==> config.mk <==
export PLATFORM = sky130hd
export DESIGN_NAME = alu_pipe_bcd
export DESIGN_NICKNAME = d
export VERILOG_FILES = /design/src/rtl/alu_pipe_bcd.sv
export SDC_FILE = /design/constraint.sdc
export NUM_CORES = 1
export LEC_CHECK = 0
export ABC_AREA = 1
export CAP_MARGIN = 25
export CORE_MARGIN = 4
export CORE_UTILIZATION = 52
export CTS_BUF_LIST = sky130_fd_sc_hd__clkbuf_8 sky130_fd_sc_hd__clkbuf_16
export CTS_CLUSTER_DIAMETER = 30
export DETAILED_ROUTE_END_ITERATION = 16
export HOLD_SLACK_MARGIN = 0.1
export PLACE_DENSITY_LB_ADDON = 0.3
export SYNTH_ARGS = -nofsm -noshare
export SYNTH_HDL_FRONTEND = slang
export SYNTH_SLANG_ARGS = --single-unit
export TNS_END_PERCENT = 100
==> constraint.sdc <==
create_clock -name phi2 -period 3.6 [get_ports phi2]
set_input_delay 0.54 -clock phi2 [delete_from_list [all_inputs] [get_ports phi2]]
set_output_delay 0.54 -clock phi2 [all_outputs]
set_load 0.01 [all_outputs]
==> src/rtl/alu_pipe_bcd.sv <==
// Two-stage ALU for multi-digit datapaths: stage 1 forms the binary result and
// nibble carries, stage 2 applies the per-digit decimal adjust and forms the flags.
module alu_pipe_bcd #(
    parameter int WIDTH      = 8,
    parameter bit DECIMAL_EN = 1'b1
) (
    input  logic             phi2,
    input  logic             rst,
    input  logic             in_valid,
    input  logic             stall,
    input  logic [2:0]       op,
    input  logic             dec,
    input  logic [WIDTH-1:0] a,
    input  logic [WIDTH-1:0] b,
    input  logic             cin,
    output logic             out_valid,
    output logic [WIDTH-1:0] result,
    output logic             flag_c,
    output logic             flag_z,
    output logic             flag_v,
    output logic             flag_n,
    output logic             hc
);
    localparam int D = WIDTH / 4;

    typedef enum logic [2:0] {
        OP_ADD  = 3'd0,
        OP_SUB  = 3'd1,
        OP_AND  = 3'd2,
        OP_EOR  = 3'd3,
        OP_ORA  = 3'd4,
        OP_SR   = 3'd5,
        OP_SL   = 3'd6,
        OP_PASS = 3'd7
    } op_e;

    // Returns {carry/borrow out, adjusted digit}; raw is a_i+b_i or a_i-b_i.
    function automatic logic [4:0] bcd_digit(input logic signed [6:0] raw,
                                             input logic k, input logic sub);
        logic signed [6:0] t;
        logic [3:0] r;
        if (sub) begin
            t = raw - $signed({6'b000000, k});
            r = t[3:0] + 4'd10;
            return (t < 7'sd0) ? {1'b1, r} : {1'b0, t[3:0]};
        end
        t = raw + $signed({6'b000000, k});
        r = t[3:0] + 4'd6;
        return (t > 7'sd9) ? {1'b1, r} : {1'b0, t[3:0]};
    endfunction

    op_e op_s;
    logic [WIDTH-1:0] bb;
    logic [WIDTH-1:0] bin_sum;
    logic [D:0]       nib_c;
    logic [4:0]       nib_s;
    logic signed [6:0] ai, bi;

    logic              vld_p1_d, vld_p1_q;
    logic [WIDTH-1:0]  res_p1_d, res_p1_q;
    logic              c_p1_d, c_p1_q, v_p1_d, v_p1_q, hc_p1_d, hc_p1_q;
    logic              dec_p1_d, dec_p1_q, sub_p1_d, sub_p1_q, cin_p1_d, cin_p1_q;
    logic signed [6:0] dsum_p1_d [D];
    logic signed [6:0] dsum_p1_q [D];

    logic              out_valid_d, out_valid_q;
    logic [WIDTH-1:0]  result_d, result_q, dec_res;
    logic              flag_c_d, flag_c_q, flag_z_d, flag_z_q, flag_v_d, flag_v_q;
    logic              flag_n_d, flag_n_q, hc_d, hc_q, dec_c, chain;
    logic [4:0]        dig;

    assign op_s = op_e'(op);
    assign bb   = (op_s == OP_SUB) ? ~b : b;

    always_comb begin
        nib_c    = '0;
        nib_c[0] = cin;
        bin_sum  = '0;
        nib_s    = '0;
        for (int i = 0; i < D; i++) begin
            nib_s = {1'b0, a[4*i +: 4]} + {1'b0, bb[4*i +: 4]} + {4'b0000, nib_c[i]};
            bin_sum[4*i +: 4] = nib_s[3:0];
            nib_c[i+1] = nib_s[4];
        end
    end

    // Stage 1: binary result, carries and raw per-digit sums/differences
    always_comb begin
        vld_p1_d  = in_valid;
        res_p1_d  = res_p1_q;
        c_p1_d    = c_p1_q;
        v_p1_d    = v_p1_q;
        hc_p1_d   = hc_p1_q;
        dec_p1_d  = dec_p1_q;
        sub_p1_d  = sub_p1_q;
        cin_p1_d  = cin_p1_q;
        dsum_p1_d = dsum_p1_q;
        ai        = '0;
        bi        = '0;
        if (in_valid) begin
            c_p1_d   = cin;
            v_p1_d   = 1'b0;
            hc_p1_d  = 1'b0;
            dec_p1_d = 1'b0;
            sub_p1_d = (op_s == OP_SUB);
            cin_p1_d = cin;
            case (op_s)
                OP_ADD, OP_SUB: begin
                    res_p1_d = bin_sum;
                    c_p1_d   = nib_c[D];
                    v_p1_d   = (a[WIDTH-1] == bb[WIDTH-1]) && (bin_sum[WIDTH-1] != a[WIDTH-1]);
                    hc_p1_d  = nib_c[1];
                    dec_p1_d = dec && DECIMAL_EN;
                end
                OP_AND: res_p1_d = a & b;
                OP_EOR: res_p1_d = a ^ b;
                OP_ORA: res_p1_d = a | b;
                OP_SR: begin
                    res_p1_d = {cin, a[WIDTH-1:1]};
                    c_p1_d   = a[0];
                end
                OP_SL: begin
                    res_p1_d = {a[WIDTH-2:0], cin};
                    c_p1_d   = a[WIDTH-1];
                end
                default: res_p1_d = a;
            endcase
            for (int i = 0; i < D; i++) begin
                ai = $signed({3'b000, a[4*i +: 4]});
                bi = $signed({3'b000, b[4*i +: 4]});
                dsum_p1_d[i] = (op_s == OP_SUB) ? (ai - bi) : (ai + bi);
            end
        end
    end

    always_ff @(posedge phi2) begin
        if (rst) begin
            vld_p1_q  <= 1'b0;
            res_p1_q  <= '0;
            c_p1_q    <= 1'b0;
            v_p1_q    <= 1'b0;
            hc_p1_q   <= 1'b0;
            dec_p1_q  <= 1'b0;
            sub_p1_q  <= 1'b0;
            cin_p1_q  <= 1'b0;
            dsum_p1_q <= '{default: '0};
        end else if (!stall) begin
            vld_p1_q  <= vld_p1_d;
            res_p1_q  <= res_p1_d;
            c_p1_q    <= c_p1_d;
            v_p1_q    <= v_p1_d;
            hc_p1_q   <= hc_p1_d;
            dec_p1_q  <= dec_p1_d;
            sub_p1_q  <= sub_p1_d;
            cin_p1_q  <= cin_p1_d;
            dsum_p1_q <= dsum_p1_d;
        end
    end

    // Stage 2: decimal adjust ripple, flags, result hold across bubbles
    always_comb begin
        out_valid_d = vld_p1_q;
        result_d    = result_q;
        flag_c_d    = flag_c_q;
        flag_z_d    = flag_z_q;
        flag_v_d    = flag_v_q;
        flag_n_d    = flag_n_q;
        hc_d        = hc_q;
        dec_res     = res_p1_q;
        dec_c       = c_p1_q;
        chain       = sub_p1_q ? ~cin_p1_q : cin_p1_q;
        dig         = '0;
        if (DECIMAL_EN && dec_p1_q) begin
            for (int i = 0; i < D; i++) begin
                dig = bcd_digit(dsum_p1_q[i], chain, sub_p1_q);
                dec_res[4*i +: 4] = dig[3:0];
                chain = dig[4];
            end
            dec_c = sub_p1_q ? ~chain : chain;
        end
        if (vld_p1_q) begin
            result_d = dec_res;
            flag_c_d = dec_c;
            flag_z_d = (dec_res == '0);
            flag_v_d = v_p1_q;
            flag_n_d = dec_res[WIDTH-1];
            hc_d     = hc_p1_q;
        end
    end

    always_ff @(posedge phi2) begin
        if (rst) begin
            out_valid_q <= 1'b0;
            result_q    <= '0;
            flag_c_q    <= 1'b0;
            flag_z_q    <= 1'b0;
            flag_v_q    <= 1'b0;
            flag_n_q    <= 1'b0;
            hc_q        <= 1'b0;
        end else if (!stall) begin
            out_valid_q <= out_valid_d;
            result_q    <= result_d;
            flag_c_q    <= flag_c_d;
            flag_z_q    <= flag_z_d;
            flag_v_q    <= flag_v_d;
            flag_n_q    <= flag_n_d;
            hc_q        <= hc_d;
        end
    end

    assign out_valid = out_valid_q;
    assign result    = result_q;
    assign flag_c    = flag_c_q;
    assign flag_z    = flag_z_q;
    assign flag_v    = flag_v_q;
    assign flag_n    = flag_n_q;
    assign hc        = hc_q;
endmodule

==> results by group <==
Die
  – Die X: 92.6 µm
  – DIE HEIGHT: approximately 93 µm
  – Core box area: around 6900 µm²
  – DIE AREA: 8580 µm²
  – Rows: 30
  – Top Ports: 39
  – Initial Utilization: around 54%

Placed design
  – DP Worst Slack: -0.485 ns
  – Placed instance area: around 4400 µm²
  – Post-DP HPWL: ~8000 µm
  – PortBufs: 38
  – RePlAce Congestion: approximately 0.95

STA
  – Slew at the pin closest to its max-slew limit: about 0.57 ns
  – Slack of the critical path: approximately 0.08 ns
  – RSZ-0062 raised after global routing: true
  – Fmax: 284 MHz
  – Clock skew: 0.0138 ns
  – Final Hold Viols: 0
  – Setup Viol. Count Final: 0
  – Period utilization: 97.8%
  – Tmin final: ~3.5 ns
  – Fin. max-slew vios: 0
  – Max-slew headroom: approximately three fifths

CTS
  – Max clock buf depth: 2
  – CTS Hold Buffers Added: 0
  – CTS buffer count: 5
  – TritonCTS clock tree: done
  – Reg clk slew, reported paths: 0.08 ns
  – H-Tree Depth: 2
  – CTS Sinks: 40
  – Clock Latency Late Sink: between 0.2 and 0.3 ns
  – Root buf cell: clkbuf_8

Layout
  – Commonest non-fill, non-tap cell in the layout: inv_1
  – P&R area growth vs syn: 28.7%
  – Antenna Cells: 0
  – Fraction of layout cells with a size suffix above 1: 21.5%
  – Final net count: 685
  – Design Area, Final: approximately 4800 µm²
  – Most frequent cells in the layout: 77 x inv_1, 69 x nand2_1, 47 x buf_4

Worst hold path
  – HP Class: reg -> reg
  – Hold Startpoint: res_p1_q[2]$_SDFFE_PP0P_

Logic synthesis
  – Sequential fraction of the synthesis area: between 20% and 30%
  – Synthesized area: 3720 µm²
  – Synthesized netlist cell count: ~530
  – Net Count, Synth: a little over 600
  – FF+latch count, synth: 40
  – Syn avg cell area: 6.99 µm²
  – Unique cell type count in the Yosys netlist: 41
  – Yosys warns: 0

Worst setup path
  – Reg-to-reg startpoint: cin_p1_q$_SDFFE_PP0P_
  – Critical path type: in -> reg
  – CP Launch Type: input port
  – Max FO, Critical Path: 2
  – Critical Path End Type: flip-flop
  – Worst endpoint required time: about 3.8 ns
  – Worst endpoint data arrival time: between 3 and 4 ns
  – Crit path launch: cin

Pwr
  – LEAKAGE: around 2.2 nW
  – Net Sw Frac: a little over a third
  – Combinational Power Share: between 40% and 50%
  – P per Cell Area: ~280 nW/µm²
  – Int Pwr: approximately 850 µW
  – Clock Power Share: between 20% and 30%
  – Peak VDD IR: between 150 and 200 µV
  – Sw Pwr: around 490 µW
  – Final Power: 1.34 mW
  – Flop pwr share: a little under two fifths

Flow run
  – Max-cap violations: 0

Global routing
  – First-pass GRT wire length: ~16000 µm
  – Largest net degree at the start of global routing: 32
  – GRT overflow: 0
  – Initial antenna violation count: 0
  – GRT Overall Usage: a little under a quarter
  – Vias in the first global route: ~3400

Detailed routing
  – Vias: 3861
  – Routed WL: 10300 µm
  – Routed Antenna Nets: 0
  – DR DRC count: 0
  – Vias/cell: 5.47
  – Initial DRC Count: 282
  – WL per Instance: 14.6 µm
  – Initial DRT Pass Iterations: 5

Status
  – Status: finished clean
-- Yosys cell counts, drive strengths merged --
| cell | instances | area [µm²] |
|---|---|---|
| nor3b | 1 | 7.51 |
| a31oi | 3 | 25.0 |
| xor2 | 20 | 175 |
| nand3 | 25 | 135 |
| buf | 6 | 37.5 |
| nor2 | 42 | 160 |
| o2111ai | 1 | 8.76 |
| or2 | 7 | 46.3 |
| o211ai | 4 | 30.0 |
| ha | 42 | 526 |
| o21ai | 50 | 265 |
| nand3b | 2 | 15.0 |
| o221ai | 1 | 8.76 |
| a211oi | 6 | 45.0 |
| o41ai | 6 | 52.6 |
| dfxtp | 40 | 801 |
| fa | 8 | 160 |
| nor3 | 10 | 50.1 |
| o22ai | 17 | 106 |
| inv | 84 | 315 |
| a22o | 1 | 8.76 |
| xnor2 | 2 | 36.3 |
| a21oi | 42 | 214 |
| nand4 | 4 | 25.0 |
| o311ai | 2 | 17.5 |
| nand2 | 94 | 388 |
| clkbuf | 9 | 33.8 |
| o21bai | 4 | 30.0 |
-- power groups by stage --
stage               clock, mW  sequential (mW)  combinational, mW
global route            0.306            0.498              0.622
floorplan                   0            0.495              0.313
finish                  0.286            0.494              0.561
CTS                     0.289            0.493              0.495
global placement            0            0.501              0.475
detailed placement          0            0.502              0.484
-- path summary, 6_finish.rpt --
| check | slack [ns] | end | cells after the start |
|---|---|---|---|
| min | 0.47 | res_p1_q[2]$_SDFFE_PP0P_ | 2 |
| max reg2reg | 0.15 | flag_z$_SDFFE_PP0P_ | 27 |
| max | 0.08 | res_p1_q[6]$_SDFFE_PP0P_ | 16 |
| min reg2reg | 0.47 | res_p1_q[2]$_SDFFE_PP0P_ | 2 |
-- layer usage --
metal / GRT usage [%] / wire [µm]
met1: 31.6 / 4620
met2: 38.2 / 4940
met3: 1.87 / 541
met4: 7.20 / 214
met5: 0 / 0
-- logic make-up after synthesis --
kind of cell,Yosys count,synth area share [%]
AND/OR/NAND/NOR,185,22.2
XOR/XNOR,22,5.68
buffers and inverters,99,10.4
AO/OA/AOI/OAI,137,21.8
flip-flops,40,21.5
adder cells (fa/ha/maj),50,18.4
-- state kept, by name, summed over array words and instances (netlist names) --
| name | flops |
|---|---|
| cin_p1_q | 1 |
| flag_v | 1 |
| flag_z | 1 |
| sub_p1_q | 1 |
| hc | 1 |
| dsum_p1_q | 12 |
| hc_p1_q | 1 |
| result | 8 |
| out_valid_d | 1 |
| dec_p1_q | 1 |
| c_p1_q | 1 |
| flag_c | 1 |
| out_valid | 1 |
| res_p1_q | 8 |
| v_p1_q | 1 |
-- worst max-delay path: stages --
cell and delay [ns]:
clkdlybuf4s50_1 0.46, inv_1 0.12, fa_2 0.20, inv_2 0.05
fa_2 0.39, nand2_1 0.09, inv_2 0.04, nor2_2 0.11
o21bai_2 0.09, fa_2 0.37, fa_2 0.37, or2_4 0.25
nand3_1 0.07, o21ai_1 0.08, o41ai_2 0.35, a21oi_1 0.11
-- stage by stage --
step | util (%) | hold slack (ns) | cells | setup TNS, ns
3_5_place_dp | 64.7 | 0.460 | 690 | -1.42
2_1_floorplan | - | 0.436 | 533 | 0
6_report | 69.8 | 0.468 | 706 | 0
4_1_cts | 66.7 | 0.470 | 697 | 0
3_3_place_gp | 64.7 | 0.450 | 690 | -0.716
5_1_grt | 69.8 | 0.492 | 706 | -0.196
-- area by class of cell --
class                      instances  area (µm²)
inverter                          84         315
tap                               96         120
multi-input combinational        394        2750
clock buffer                       5        68.8
sequential                        40         803
clock inverter                     2        12.5
fill                             616        2080
timing repair buffer              85         721
-- timing repair --
action | CTS | global route
endpoints found under the setup margin | 5 | 6
setup buffers | 0 | 9
pin swaps | 14 | 32
gates resized for setup | 29 | 41
Power figures use the tool's default switching activity.
